## config.mk

```make
export PLATFORM = sky130hd
export DESIGN_NAME = dmem_access_ctrl_flat
export DESIGN_NICKNAME = d
export VERILOG_FILES = /design/src/rtl/dmem_access_ctrl_if.sv /design/src/rtl/dmem_access_ctrl.sv /design/src/flat_wrapper.sv
export SDC_FILE = /design/constraint.sdc
export NUM_CORES = 1
export LEC_CHECK = 0
export CAP_MARGIN = 15
export CORE_AREA = 2 2 149 151
export CTS_BUF_LIST = sky130_fd_sc_hd__clkbuf_4 sky130_fd_sc_hd__clkbuf_8 sky130_fd_sc_hd__clkbuf_16
export CTS_CLUSTER_DIAMETER = 150
export CTS_CLUSTER_SIZE = 14
export DETAILED_ROUTE_END_ITERATION = 7
export DIE_AREA = 0 0 151 153
export GPL_ROUTABILITY_DRIVEN = 0
export SYNTH_ARGS = -nofsm -noshare
export SYNTH_HDL_FRONTEND = slang
export SYNTH_SLANG_ARGS = --single-unit
```

## constraint.sdc

```tcl
create_clock -name clk -period 2 [get_ports clk]
set_input_delay 0.3 -clock clk [delete_from_list [all_inputs] [get_ports clk]]
set_output_delay 0.3 -clock clk [all_outputs]
set_load 0.005 [all_outputs]
```

## src/rtl/dmem_access_ctrl_if.sv

```systemverilog
// Bus bundle between the memory-stage requesters, the access controller and
// the single-port data memory. The slave modport is the controller's view.
interface dmem_access_ctrl_if #(
  parameter int DEPTH_WORDS = 1024
);
  localparam int AW = $clog2(DEPTH_WORDS);

  logic          core_req;
  logic          core_we;
  logic [31:0]   core_addr;
  logic [31:0]   core_wdata;
  logic [2:0]    store_sel_M;
  logic [2:0]    load_sel_M;
  logic          core_stall;
  logic [31:0]   core_rdata;
  logic          core_misalign;

  logic          dbg_req;
  logic          dbg_we;
  logic [31:0]   dbg_addr;
  logic [31:0]   dbg_wdata;
  logic          dbg_gnt;
  logic          dbg_rvalid;
  logic [31:0]   dbg_rdata;

  logic          err_valid;
  logic [31:0]   err_addr;
  logic          err_clr;

  logic          mem_we;
  logic [3:0]    mem_be;
  logic [AW-1:0] mem_waddr;
  logic [31:0]   mem_wdata;
  logic [31:0]   mem_rdata;

  modport slave (
    input  core_req, core_we, core_addr, core_wdata, store_sel_M, load_sel_M,
    output core_stall, core_rdata, core_misalign,
    input  dbg_req, dbg_we, dbg_addr, dbg_wdata,
    output dbg_gnt, dbg_rvalid, dbg_rdata,
    output err_valid, err_addr,
    input  err_clr,
    output mem_we, mem_be, mem_waddr, mem_wdata,
    input  mem_rdata
  );

  modport master (
    output core_req, core_we, core_addr, core_wdata, store_sel_M, load_sel_M,
    input  core_stall, core_rdata, core_misalign,
    output dbg_req, dbg_we, dbg_addr, dbg_wdata,
    input  dbg_gnt, dbg_rvalid, dbg_rdata,
    input  err_valid, err_addr,
    output err_clr,
    input  mem_we, mem_be, mem_waddr, mem_wdata,
    output mem_rdata
  );
endinterface

```

## src/rtl/dmem_access_ctrl.sv

```systemverilog
// Data-memory access controller: core/debug arbitration with starvation guard,
// byte-lane store steering, load formatting and misalign capture.
// Optional performance counters are built when DMEM_PERF_EN is defined.
module dmem_access_ctrl #(
  parameter int DEPTH_WORDS  = 1024,
  parameter int STARVE_LIMIT = 4
) (
  input  logic                clk,
  input  logic                rst_n,
  dmem_access_ctrl_if.slave   bus,
  output logic [31:0]         perf_stall_cnt,
  output logic [31:0]         perf_dbg_cnt
);
  localparam int AW = $clog2(DEPTH_WORDS);

  typedef enum logic {ARB_CORE, ARB_DBG} arb_state_t;

  arb_state_t state, state_nxt;
  logic [3:0] starve_cnt, starve_nxt;
  logic       grant_core, grant_dbg;
  logic       core_bad;
  logic       core_stall;
  logic       unused_bits;

  assign unused_bits = ^{bus.core_addr[31:AW+2], bus.dbg_addr[31:AW+2], bus.dbg_addr[1:0]};

  function automatic logic [3:0] st_be(input logic [2:0] sel, input logic [1:0] off);
    case (sel)
      3'b000:  return 4'b0001 << off;
      3'b001:  return off[1] ? 4'b1100 : 4'b0011;
      default: return 4'b1111;
    endcase
  endfunction

  function automatic logic [31:0] st_data(input logic [2:0] sel, input logic [31:0] wdata);
    case (sel)
      3'b000:  return {4{wdata[7:0]}};
      3'b001:  return {2{wdata[15:0]}};
      default: return wdata;
    endcase
  endfunction

  function automatic logic [31:0] ld_format(input logic [2:0] sel, input logic [1:0] off,
                                            input logic [31:0] word);
    logic signed [7:0]  b;
    logic signed [15:0] h;
    b = signed'(word[{off, 3'b000} +: 8]);
    h = signed'(off[1] ? word[31:16] : word[15:0]);
    case (sel)
      3'b000:  return 32'(b);
      3'b001:  return 32'(h);
      3'b100:  return {24'h0, b};
      3'b101:  return {16'h0, h};
      default: return word;
    endcase
  endfunction

  // Illegal store encodings are folded into the misalign path.
  function automatic logic access_bad(input logic we, input logic [2:0] ssel,
                                      input logic [2:0] lsel, input logic [1:0] off);
    if (we) begin
      case (ssel)
        3'b000:  return 1'b0;
        3'b001:  return off[0];
        3'b010:  return |off;
        default: return 1'b1;
      endcase
    end
    case (lsel)
      3'b001, 3'b101: return off[0];
      3'b010:         return |off;
      default:        return 1'b0;
    endcase
  endfunction

  assign core_bad = access_bad(bus.core_we, bus.store_sel_M, bus.load_sel_M, bus.core_addr[1:0]);

  always_ff @(posedge clk or negedge rst_n) begin
    if (!rst_n) begin
      state      <= ARB_CORE;
      starve_cnt <= 4'd0;
    end else begin
      state      <= state_nxt;
      starve_cnt <= starve_nxt;
    end
  end

  always_comb begin
    state_nxt  = state;
    starve_nxt = starve_cnt;
    grant_core = 1'b0;
    grant_dbg  = 1'b0;
    unique case (state)
      ARB_CORE: begin
        grant_core = bus.core_req;
        grant_dbg  = ~bus.core_req & bus.dbg_req;
        if (grant_dbg || !bus.dbg_req) begin
          starve_nxt = 4'd0;
        end else begin
          starve_nxt = starve_cnt + 4'd1;
          if (starve_nxt == 4'(STARVE_LIMIT)) state_nxt = ARB_DBG;
        end
      end
      ARB_DBG: begin
        // A debug requester that has gone away forfeits the owed slot.
        grant_dbg  = bus.dbg_req;
        grant_core = bus.core_req & ~bus.dbg_req;
        starve_nxt = 4'd0;
        state_nxt  = ARB_CORE;
      end
      default: state_nxt = ARB_CORE;
    endcase
    if (!rst_n) begin
      grant_core = 1'b0;
      grant_dbg  = 1'b0;
    end
  end

  assign core_stall     = rst_n & bus.core_req & ~grant_core;
  assign bus.core_stall = core_stall;
  assign bus.dbg_gnt    = grant_dbg;

  always_comb begin
    bus.mem_we        = 1'b0;
    bus.mem_be        = 4'b0000;
    bus.mem_waddr     = '0;
    bus.mem_wdata     = 32'h0;
    bus.core_rdata    = 32'h0;
    bus.core_misalign = 1'b0;
    if (grant_core) begin
      bus.mem_waddr = bus.core_addr[AW+1:2];
      if (core_bad) begin
        bus.core_misalign = 1'b1;
      end else if (bus.core_we) begin
        bus.mem_we    = 1'b1;
        bus.mem_be    = st_be(bus.store_sel_M, bus.core_addr[1:0]);
        bus.mem_wdata = st_data(bus.store_sel_M, bus.core_wdata);
      end else begin
        bus.core_rdata = ld_format(bus.load_sel_M, bus.core_addr[1:0], bus.mem_rdata);
      end
    end else if (grant_dbg) begin
      bus.mem_waddr = bus.dbg_addr[AW+1:2];
      if (bus.dbg_we) begin
        bus.mem_we    = 1'b1;
        bus.mem_be    = 4'b1111;
        bus.mem_wdata = bus.dbg_wdata;
      end
    end
  end

  // Response/error registers; a fresh capture takes precedence over err_clr.
  always_ff @(posedge clk or negedge rst_n) begin
    if (!rst_n) begin
      bus.dbg_rvalid <= 1'b0;
      bus.dbg_rdata  <= 32'h0;
      bus.err_valid  <= 1'b0;
      bus.err_addr   <= 32'h0;
    end else begin
      bus.dbg_rvalid <= grant_dbg & ~bus.dbg_we;
      if (grant_dbg && !bus.dbg_we) bus.dbg_rdata <= bus.mem_rdata;
      if (bus.core_misalign && (!bus.err_valid || bus.err_clr)) begin
        bus.err_valid <= 1'b1;
        bus.err_addr  <= bus.core_addr;
      end else if (bus.err_clr) begin
        bus.err_valid <= 1'b0;
        bus.err_addr  <= 32'h0;
      end
    end
  end

`ifdef DMEM_PERF_EN
  always_ff @(posedge clk or negedge rst_n) begin
    if (!rst_n) begin
      perf_stall_cnt <= 32'h0;
      perf_dbg_cnt   <= 32'h0;
    end else begin
      perf_stall_cnt <= perf_stall_cnt + {31'h0, core_stall};
      perf_dbg_cnt   <= perf_dbg_cnt + {31'h0, grant_dbg};
    end
  end
`else
  assign perf_stall_cnt = 32'h0;
  assign perf_dbg_cnt   = 32'h0;
`endif
endmodule

```

## src/flat_wrapper.sv

```systemverilog
// flat-port wrapper written by rule: the top's interface ports become plain ports
module dmem_access_ctrl_flat 
#(
  parameter int DEPTH_WORDS  = 1024,
  parameter int STARVE_LIMIT = 4
)
  (clk, rst_n, perf_stall_cnt, perf_dbg_cnt, bus_core_req, bus_core_we, bus_core_addr, bus_core_wdata, bus_store_sel_M, bus_load_sel_M, bus_core_stall, bus_core_rdata, bus_core_misalign, bus_dbg_req, bus_dbg_we, bus_dbg_addr, bus_dbg_wdata, bus_dbg_gnt, bus_dbg_rvalid, bus_dbg_rdata, bus_err_valid, bus_err_addr, bus_err_clr, bus_mem_we, bus_mem_be, bus_mem_waddr, bus_mem_wdata, bus_mem_rdata);
  dmem_access_ctrl_if #(.DEPTH_WORDS(DEPTH_WORDS)) bus_i ();
  input  logic clk;
  input  logic rst_n;
  output logic [31:0] perf_stall_cnt;
  output logic [31:0] perf_dbg_cnt;
  input wire logic [$bits(bus_i.core_req)-1:0] bus_core_req;
  input wire logic [$bits(bus_i.core_we)-1:0] bus_core_we;
  input wire logic [$bits(bus_i.core_addr)-1:0] bus_core_addr;
  input wire logic [$bits(bus_i.core_wdata)-1:0] bus_core_wdata;
  input wire logic [$bits(bus_i.store_sel_M)-1:0] bus_store_sel_M;
  input wire logic [$bits(bus_i.load_sel_M)-1:0] bus_load_sel_M;
  output wire logic [$bits(bus_i.core_stall)-1:0] bus_core_stall;
  output wire logic [$bits(bus_i.core_rdata)-1:0] bus_core_rdata;
  output wire logic [$bits(bus_i.core_misalign)-1:0] bus_core_misalign;
  input wire logic [$bits(bus_i.dbg_req)-1:0] bus_dbg_req;
  input wire logic [$bits(bus_i.dbg_we)-1:0] bus_dbg_we;
  input wire logic [$bits(bus_i.dbg_addr)-1:0] bus_dbg_addr;
  input wire logic [$bits(bus_i.dbg_wdata)-1:0] bus_dbg_wdata;
  output wire logic [$bits(bus_i.dbg_gnt)-1:0] bus_dbg_gnt;
  output wire logic [$bits(bus_i.dbg_rvalid)-1:0] bus_dbg_rvalid;
  output wire logic [$bits(bus_i.dbg_rdata)-1:0] bus_dbg_rdata;
  output wire logic [$bits(bus_i.err_valid)-1:0] bus_err_valid;
  output wire logic [$bits(bus_i.err_addr)-1:0] bus_err_addr;
  input wire logic [$bits(bus_i.err_clr)-1:0] bus_err_clr;
  output wire logic [$bits(bus_i.mem_we)-1:0] bus_mem_we;
  output wire logic [$bits(bus_i.mem_be)-1:0] bus_mem_be;
  output wire logic [$bits(bus_i.mem_waddr)-1:0] bus_mem_waddr;
  output wire logic [$bits(bus_i.mem_wdata)-1:0] bus_mem_wdata;
  input wire logic [$bits(bus_i.mem_rdata)-1:0] bus_mem_rdata;
  assign bus_i.core_req = bus_core_req;
  assign bus_i.core_we = bus_core_we;
  assign bus_i.core_addr = bus_core_addr;
  assign bus_i.core_wdata = bus_core_wdata;
  assign bus_i.store_sel_M = bus_store_sel_M;
  assign bus_i.load_sel_M = bus_load_sel_M;
  assign bus_core_stall = bus_i.core_stall;
  assign bus_core_rdata = bus_i.core_rdata;
  assign bus_core_misalign = bus_i.core_misalign;
  assign bus_i.dbg_req = bus_dbg_req;
  assign bus_i.dbg_we = bus_dbg_we;
  assign bus_i.dbg_addr = bus_dbg_addr;
  assign bus_i.dbg_wdata = bus_dbg_wdata;
  assign bus_dbg_gnt = bus_i.dbg_gnt;
  assign bus_dbg_rvalid = bus_i.dbg_rvalid;
  assign bus_dbg_rdata = bus_i.dbg_rdata;
  assign bus_err_valid = bus_i.err_valid;
  assign bus_err_addr = bus_i.err_addr;
  assign bus_i.err_clr = bus_err_clr;
  assign bus_mem_we = bus_i.mem_we;
  assign bus_mem_be = bus_i.mem_be;
  assign bus_mem_waddr = bus_i.mem_waddr;
  assign bus_mem_wdata = bus_i.mem_wdata;
  assign bus_i.mem_rdata = bus_mem_rdata;
  dmem_access_ctrl #(.DEPTH_WORDS(DEPTH_WORDS), .STARVE_LIMIT(STARVE_LIMIT)) u_core (.clk(clk), .rst_n(rst_n), .bus(bus_i), .perf_stall_cnt(perf_stall_cnt), .perf_dbg_cnt(perf_dbg_cnt));
endmodule
```

Yosys cells after proc, flatten, opt, wreduce, memory -nomap -nowiden
Cells that the tools add are included.
W data, S select, Z words.
{ "word_totals": {"reg_bits": 71, "in_bits": 173, "wordCells": 82} }
{ "classes": {"addsub": 1, "eq_ne": 7, "n_shift": 2, "n_mux": 44, "bitwise": 10, "reduce_logical": 12} }
{ "ops": {"columns": ["op", "count"], "rows": [
  ["$mux W32", 10],
  ["$pmux W32 S4", 1],
  ["$pmux W32 S2", 1],
  ["$shiftx A32 B6 Y8", 1],
  ["$mux W4", 7],
  ["$mux W10", 2],
  ["$mux W16", 1],
  ["$pmux W4 S2", 2],
  ["$mux W1", 15],
  ["$pmux W1 S2", 4],
  ["$eq A3 B1 Y1 const B", 2],
  ["$eq A3 B2 Y1 const B", 2],
  ["$eq A3 B3 Y1 const B", 2],
  ["$logic_not A3 Y1", 2],
  ["$and A1 B1 Y1", 5],
  ["$not A1 Y1", 5],
  ["$add A4 B1 Y4 const B", 1],
  ["$eq A4 B3 Y1 const B", 1],
  ["$reduce_or A2 Y1", 2],
  ["$shl A1 B2 Y4 const A", 1],
  ["$logic_not A1 Y1", 3],
  ["$pmux W1 S3", 1],
  ["$logic_and A1 B1 Y1", 2],
  ["$logic_or A1 B1 Y1", 2],
  ["$reduce_bool A2 Y1", 1]
]} }

Longest topological paths before layout
{ "depth": {"word_depth": 8, "mapped_depth": 7} }

Worst setup path after synthesis
No wires, ideal clock.
{ "synth_path": {"path_type": "input port to output port", "from": "input port bus_core_addr[0]", "to": "output port bus_core_rdata[13]", "arrival_ns": 1.736, "setup_slack_ns": -0.036, "stages": 7, "path_buffers": 3, "cell_sequence": "buf_2 -> or2_0 -> a311o_1 -> or3_1 -> buf_2 -> buf_6 -> a221oi_2"} }
{ "synth_via": {"elab_chain_len": 6, "elab_cells_between_ends": 10} }
{ "synth_lines": {"columns": ["item", "line_no", "rtl"], "rows": [
  ["start, declared", "flat_wrapper.sv:15", "input wire logic [$bits(bus_i.core_addr)-1:0] bus_core_addr;"],
  ["parallel branches: the longest is 4 deep, another holds $shiftx A32 B6 Y8", null, null],
  ["$mux W32 (*)", "dmem_access_ctrl.sv:132", "if (core_bad) begin"],
  ["$mux W32 (*)", "dmem_access_ctrl.sv:130", "if (grant_core) begin"],
  ["end, declared", "flat_wrapper.sv:20", "output wire logic [$bits(bus_i.core_rdata)-1:0] bus_core_rdata;"]
]} }
Mark *: on every way between the ends. The select of a mux whose other input is x is not followed.

Worst setup path in the final report
{ "layout_path": {"from": "register u_core.state", "to": "output port bus_core_rdata[26]"} }
{ "layout_via": {"elab_chain_len": 4} }
{ "layout_lines": {"columns": ["item", "line_no", "rtl"], "rows": [
  ["start, declared", "dmem_access_ctrl.sv:18", "arb_state_t state, state_nxt;"],
  ["start signal, assigned", "dmem_access_ctrl.sv:83", "state <= state_nxt;"],
  ["$not A1 Y1", "dmem_access_ctrl.sv:93", "unique case (state)"],
  ["$pmux W1 S2 (*)", "dmem_access_ctrl.sv:93", null],
  ["$mux W1 (*)", "dmem_access_ctrl.sv:113", "if (!rst_n) begin"],
  ["$mux W32 (*)", "dmem_access_ctrl.sv:130", null]
]} }
Mark *: on every way between the ends. The rest lies on a longest branch, timed or not.

==> out/qor_table.md <==
| Metric | Value | Unit |
|:---|:---|:---|
| Number of buffers inserted during clock tree synthesis | 9 | - |
| Worst Path Arrival | 1.99 | ns |
| Biggest fanout along the worst timing path | 6 | - |
| Number of H-tree branching levels | 3 | - |
| Category of the most critical setup path | reg -> out | - |
| Post-synthesis area per instance | 9.63 | sq um |
| Max transition margin | 0.460 | - |
| DRC violation total after the first TritonRoute iteration | 192 | - |
| EDFF count, synth | 0 | - |
| Routed via count | 5227 | - |
| RSZ-0062 raised after global routing | true | - |
| Final core area utilization | 0.447 | - |
| Leading cell type by number of instances after synthesis | sky130_fd_sc_hd__dfrtp_1 | - |
| Number of flip-flops and latches in the synthesized netlist | 71 | - |
| Aggregate global routing overflow | 0 | - |
| Clk_lat worst skew | 0.33 | ns |
| I/O pin cnt | 385 | - |
| Met2 usage in global routing | 0.317 | - |
| Max_cap viols | 0 | - |
| Worst reg2reg path endpoint | u_core.bus.dbg_rdata[18] | - |
| Share of the yosys chip area belonging to registers | 0.362 | - |
| Crit path capture type | output port | - |
| Aggregate routed wire length | 21.5 | mm |
| CP startpoint kind | flop | - |
| Gate Count Post-Synth | 510 | - |
| Number of buffers between clock root and the deepest sink | 2 | - |
| Timing-limited maximum frequency | 437 | MHz |
| Non-Filler Instances | 1198 | - |
| Net count reported at finish | 1085 | - |
| First-pass GRT wire length | 31.5 | mm |
| Worst slew pin tran | 0.809 | ns |
| Post-CTS Hold Fix Bufs | 0 | - |
| Met3 usage in global routing | 0.0421 | - |
| Worst clock skew | 0.00729 | ns |
| Buffers on Ports | 298 | - |
| Data required, critical path | 1.70 | ns |
| Netlist cell types | 45 | - |
| Antenna viol nets, final | 0 | - |
| Top_reg_cell synth | sky130_fd_sc_hd__dfrtp_1 | - |
| Overall Power | 5.01 | mW |
| Total standard cell area after synthesis | 0.00491 | sq mm |
| Global-route track usage on met1 | 0.203 | - |
| Post-detailed-route wirelength per cell | 17.9 | microns |
| CTS Root Buffer Type | sky130_fd_sc_hd__clkbuf_16 | - |
| Class of the tightest hold or removal check | in -> async | - |
| Max rail drop VDD | 0.335 | mV |
| Share of the cycle needed by the critical path after routing | 1.14 | - |
| Outcome | complete, but fails checks | - |
| Number of global-route vias before repair | 5478 | - |
| Worst R2R Start | u_core.state | - |
| Leading post-synthesis cells by cell area | sky130_fd_sc_hd__dfrtp_1 (36%), sky130_fd_sc_hd__mux2_2 (14%), sky130_fd_sc_hd__buf_4 (9.8%) | - |
| Post-detailed-route DRC marker count | 0 | - |
| DP HPWL | 15.7 | mm |
| Final number of hold-violating endpoints | 0 | - |
| Die Height | 153 | microns |
| Static leakage power | 4.43 | nW |
| Drt via density | 4.36 | - |
| Fraction of registers with async set/reset | 1.00 | - |
| Cell taking the most area after synthesis | sky130_fd_sc_hd__dfrtp_1 | - |
| All-Layer GR Usage | 0.176 | - |
| Cell types with the highest counts after synthesis | sky130_fd_sc_hd__dfrtp_1 (71), sky130_fd_sc_hd__buf_4 (64), sky130_fd_sc_hd__mux2_2 (63) | - |
| Worst setup slack for register-to-register paths | -0.03 | ns |
| Length of the first detailed-routing pass in iterations | 4 | - |
| Clock transition at path regs | 0.07 | ns |
| Ratio of total power to cell area | 521 | mW/mm^2 |
| Slew Limit Fails | 0 | - |
| Worst Reg2Reg Path Length in Cells | 11 | - |
| Failing checks | setup timing | - |
| Top-area cell type share of the netlist area | 0.362 | - |
| Layout cells sized above 1 | 0.400 | - |
| Die W | 151 | microns |
| Effective utilization at floorplan | 0.229 | - |
| Total of warnings raised by yosys | 0 | - |
| # rows | 54 | - |
| Die ar. | 0.0231 | sq mm |
| CTS tree | yes | - |
| Count of clock tree sinks | 71 | - |
| Antenna violations before repair | 2 | - |
| Worst slack at placement | -0.983 | ns |
| Total of endpoints with negative setup slack in the final report | 91 | - |
| Core region area | 0.0215 | sq mm |
| Pin count of the biggest net entering global routing | 60 | - |
| Global route hottest layer | met2 | - |
| Placed cell count | 1136 | - |
| Shortest clock period the worst path allows after layout | 2.29 | ns |
| Area Growth Syn to Fin | 95.6 | % |
| Setup ws final | -0.288 | ns |
[flip-flops by register name, summed over array words and instances, names as in the netlist]
signal	flops
u_core.starve_cnt	4
u_core.bus.dbg_rvalid	1
u_core.state	1
u_core.bus.err_addr	32
u_core.bus.err_valid	1
u_core.bus.dbg_rdata	32
[power by group]
part           switching (mW)  total (mW)  internal [mW]
clock                   0.709        1.58          0.867
sequential             0.0965        1.72           1.63
combinational           0.657        1.71           1.05
[placed cells by master, fill, tap and decap left out, types with 5 or more instances in the layout]
master,instances
sky130_fd_sc_hd__a21oi_1,27
sky130_fd_sc_hd__a221oi_2,7
sky130_fd_sc_hd__a22o_1,18
sky130_fd_sc_hd__buf_12,8
sky130_fd_sc_hd__buf_16,5
sky130_fd_sc_hd__buf_2,72
sky130_fd_sc_hd__buf_4,75
sky130_fd_sc_hd__buf_6,41
sky130_fd_sc_hd__buf_8,6
sky130_fd_sc_hd__clkbuf_16,10
sky130_fd_sc_hd__clkbuf_2,6
sky130_fd_sc_hd__clkdlybuf4s50_1,201
sky130_fd_sc_hd__conb_1,64
sky130_fd_sc_hd__dfrtp_1,71
sky130_fd_sc_hd__dlygate4sd2_1,10
sky130_fd_sc_hd__inv_1,12
sky130_fd_sc_hd__mux2_2,54
sky130_fd_sc_hd__mux2_4,9
sky130_fd_sc_hd__mux2i_1,25
sky130_fd_sc_hd__nand2_1,18
sky130_fd_sc_hd__nand2b_1,5
sky130_fd_sc_hd__nor2_1,33
sky130_fd_sc_hd__nor2_2,6
sky130_fd_sc_hd__nor2_4,6
sky130_fd_sc_hd__nor2b_1,31
sky130_fd_sc_hd__nor3_4,5
sky130_fd_sc_hd__o21ai_0,9
sky130_fd_sc_hd__o22ai_1,7
sky130_fd_sc_hd__o2bb2ai_2,16
sky130_fd_sc_hd__o2bb2ai_4,8
[cells by family (layout without fill, tap and decap cells)]
| logic type | after synthesis | after routing | synth area share |
|---|---|---|---|
| compound gates | 106 | 106 | 0.154 |
| fa+ha+maj | 1 | 1 | 0.00255 |
| other cells | 1 | 66 | 0.000764 |
| buf+inv | 113 | 456 | 0.141 |
| flops | 71 | 71 | 0.362 |
| simple gates | 126 | 126 | 0.135 |
| xor+xnor | 2 | 2 | 0.00357 |
| mux | 90 | 90 | 0.202 |
[cell type report]
cell class,count,area [sq um]
Multi-Input combinational cell,389,3180
Clock inverter,7,62.6
Fill cell,2102,11900
Tap cell,280,350
Sequential cell,71,1780
Inverter,13,51.3
Timing Repair Buffer,427,3950
Antenna cell,2,5.00
Clock buffer,9,225
[critical path, stage by stage, from the launching register on]
cell and delay, ns:
sky130_fd_sc_hd__dfrtp_1 0.39, sky130_fd_sc_hd__nand2_2 0.09, sky130_fd_sc_hd__nand3_2 0.09, sky130_fd_sc_hd__buf_6 0.14, sky130_fd_sc_hd__a2111o_1 0.47, sky130_fd_sc_hd__buf_6 0.19
sky130_fd_sc_hd__buf_6 0.11, sky130_fd_sc_hd__nor2_1 0.07, sky130_fd_sc_hd__buf_2 0.12
[worst max path at each step]
stage | from | end | slack, ns | cells after the start
after detailed placement | bus_core_addr[1] | bus_core_rdata[8] | -0.98 | 7
after floorplan | bus_core_addr[0] | bus_core_rdata[13] | 0.01 | 7
after CTS | bus_core_addr[0] | bus_core_rdata[15] | -0.37 | 7
after global placement | bus_core_addr[1] | bus_mem_be[3] | -1.01 | 8
after global routing | u_core.state | bus_core_rdata[22] | -0.38 | 8
final | u_core.state | bus_core_rdata[26] | -0.29 | 8
[stage by stage]
step	hold slack [ns]	TNS, ns	instance area (sq um)
floorplan	0.00441	0	5160
global placement	0.372	-89.81	8560
detailed placement	0.379	-86.47	8560
CTS	0.0211	-15.36	9370
global route	0.0231	-20.16	9600
finish	0.00520	-12.03	9600
[routing by layer]
metal  share of wire  vias up  wire, microns
met5               0        -              0
met4           0.020        0            433
met2            0.50      239          10800
met3           0.080       23           1720
li1                -     2478              -
met1            0.40     2487           8520
[what timing repair did]
action                                  in CTS  in global routing
cloned                                       6                  1
endpoints found under the setup margin      88                113
resized for setup                          446                 63
setup buffers                               31                 11
pin swaps                                   41                 23
(Power assumes the default switching activity.)
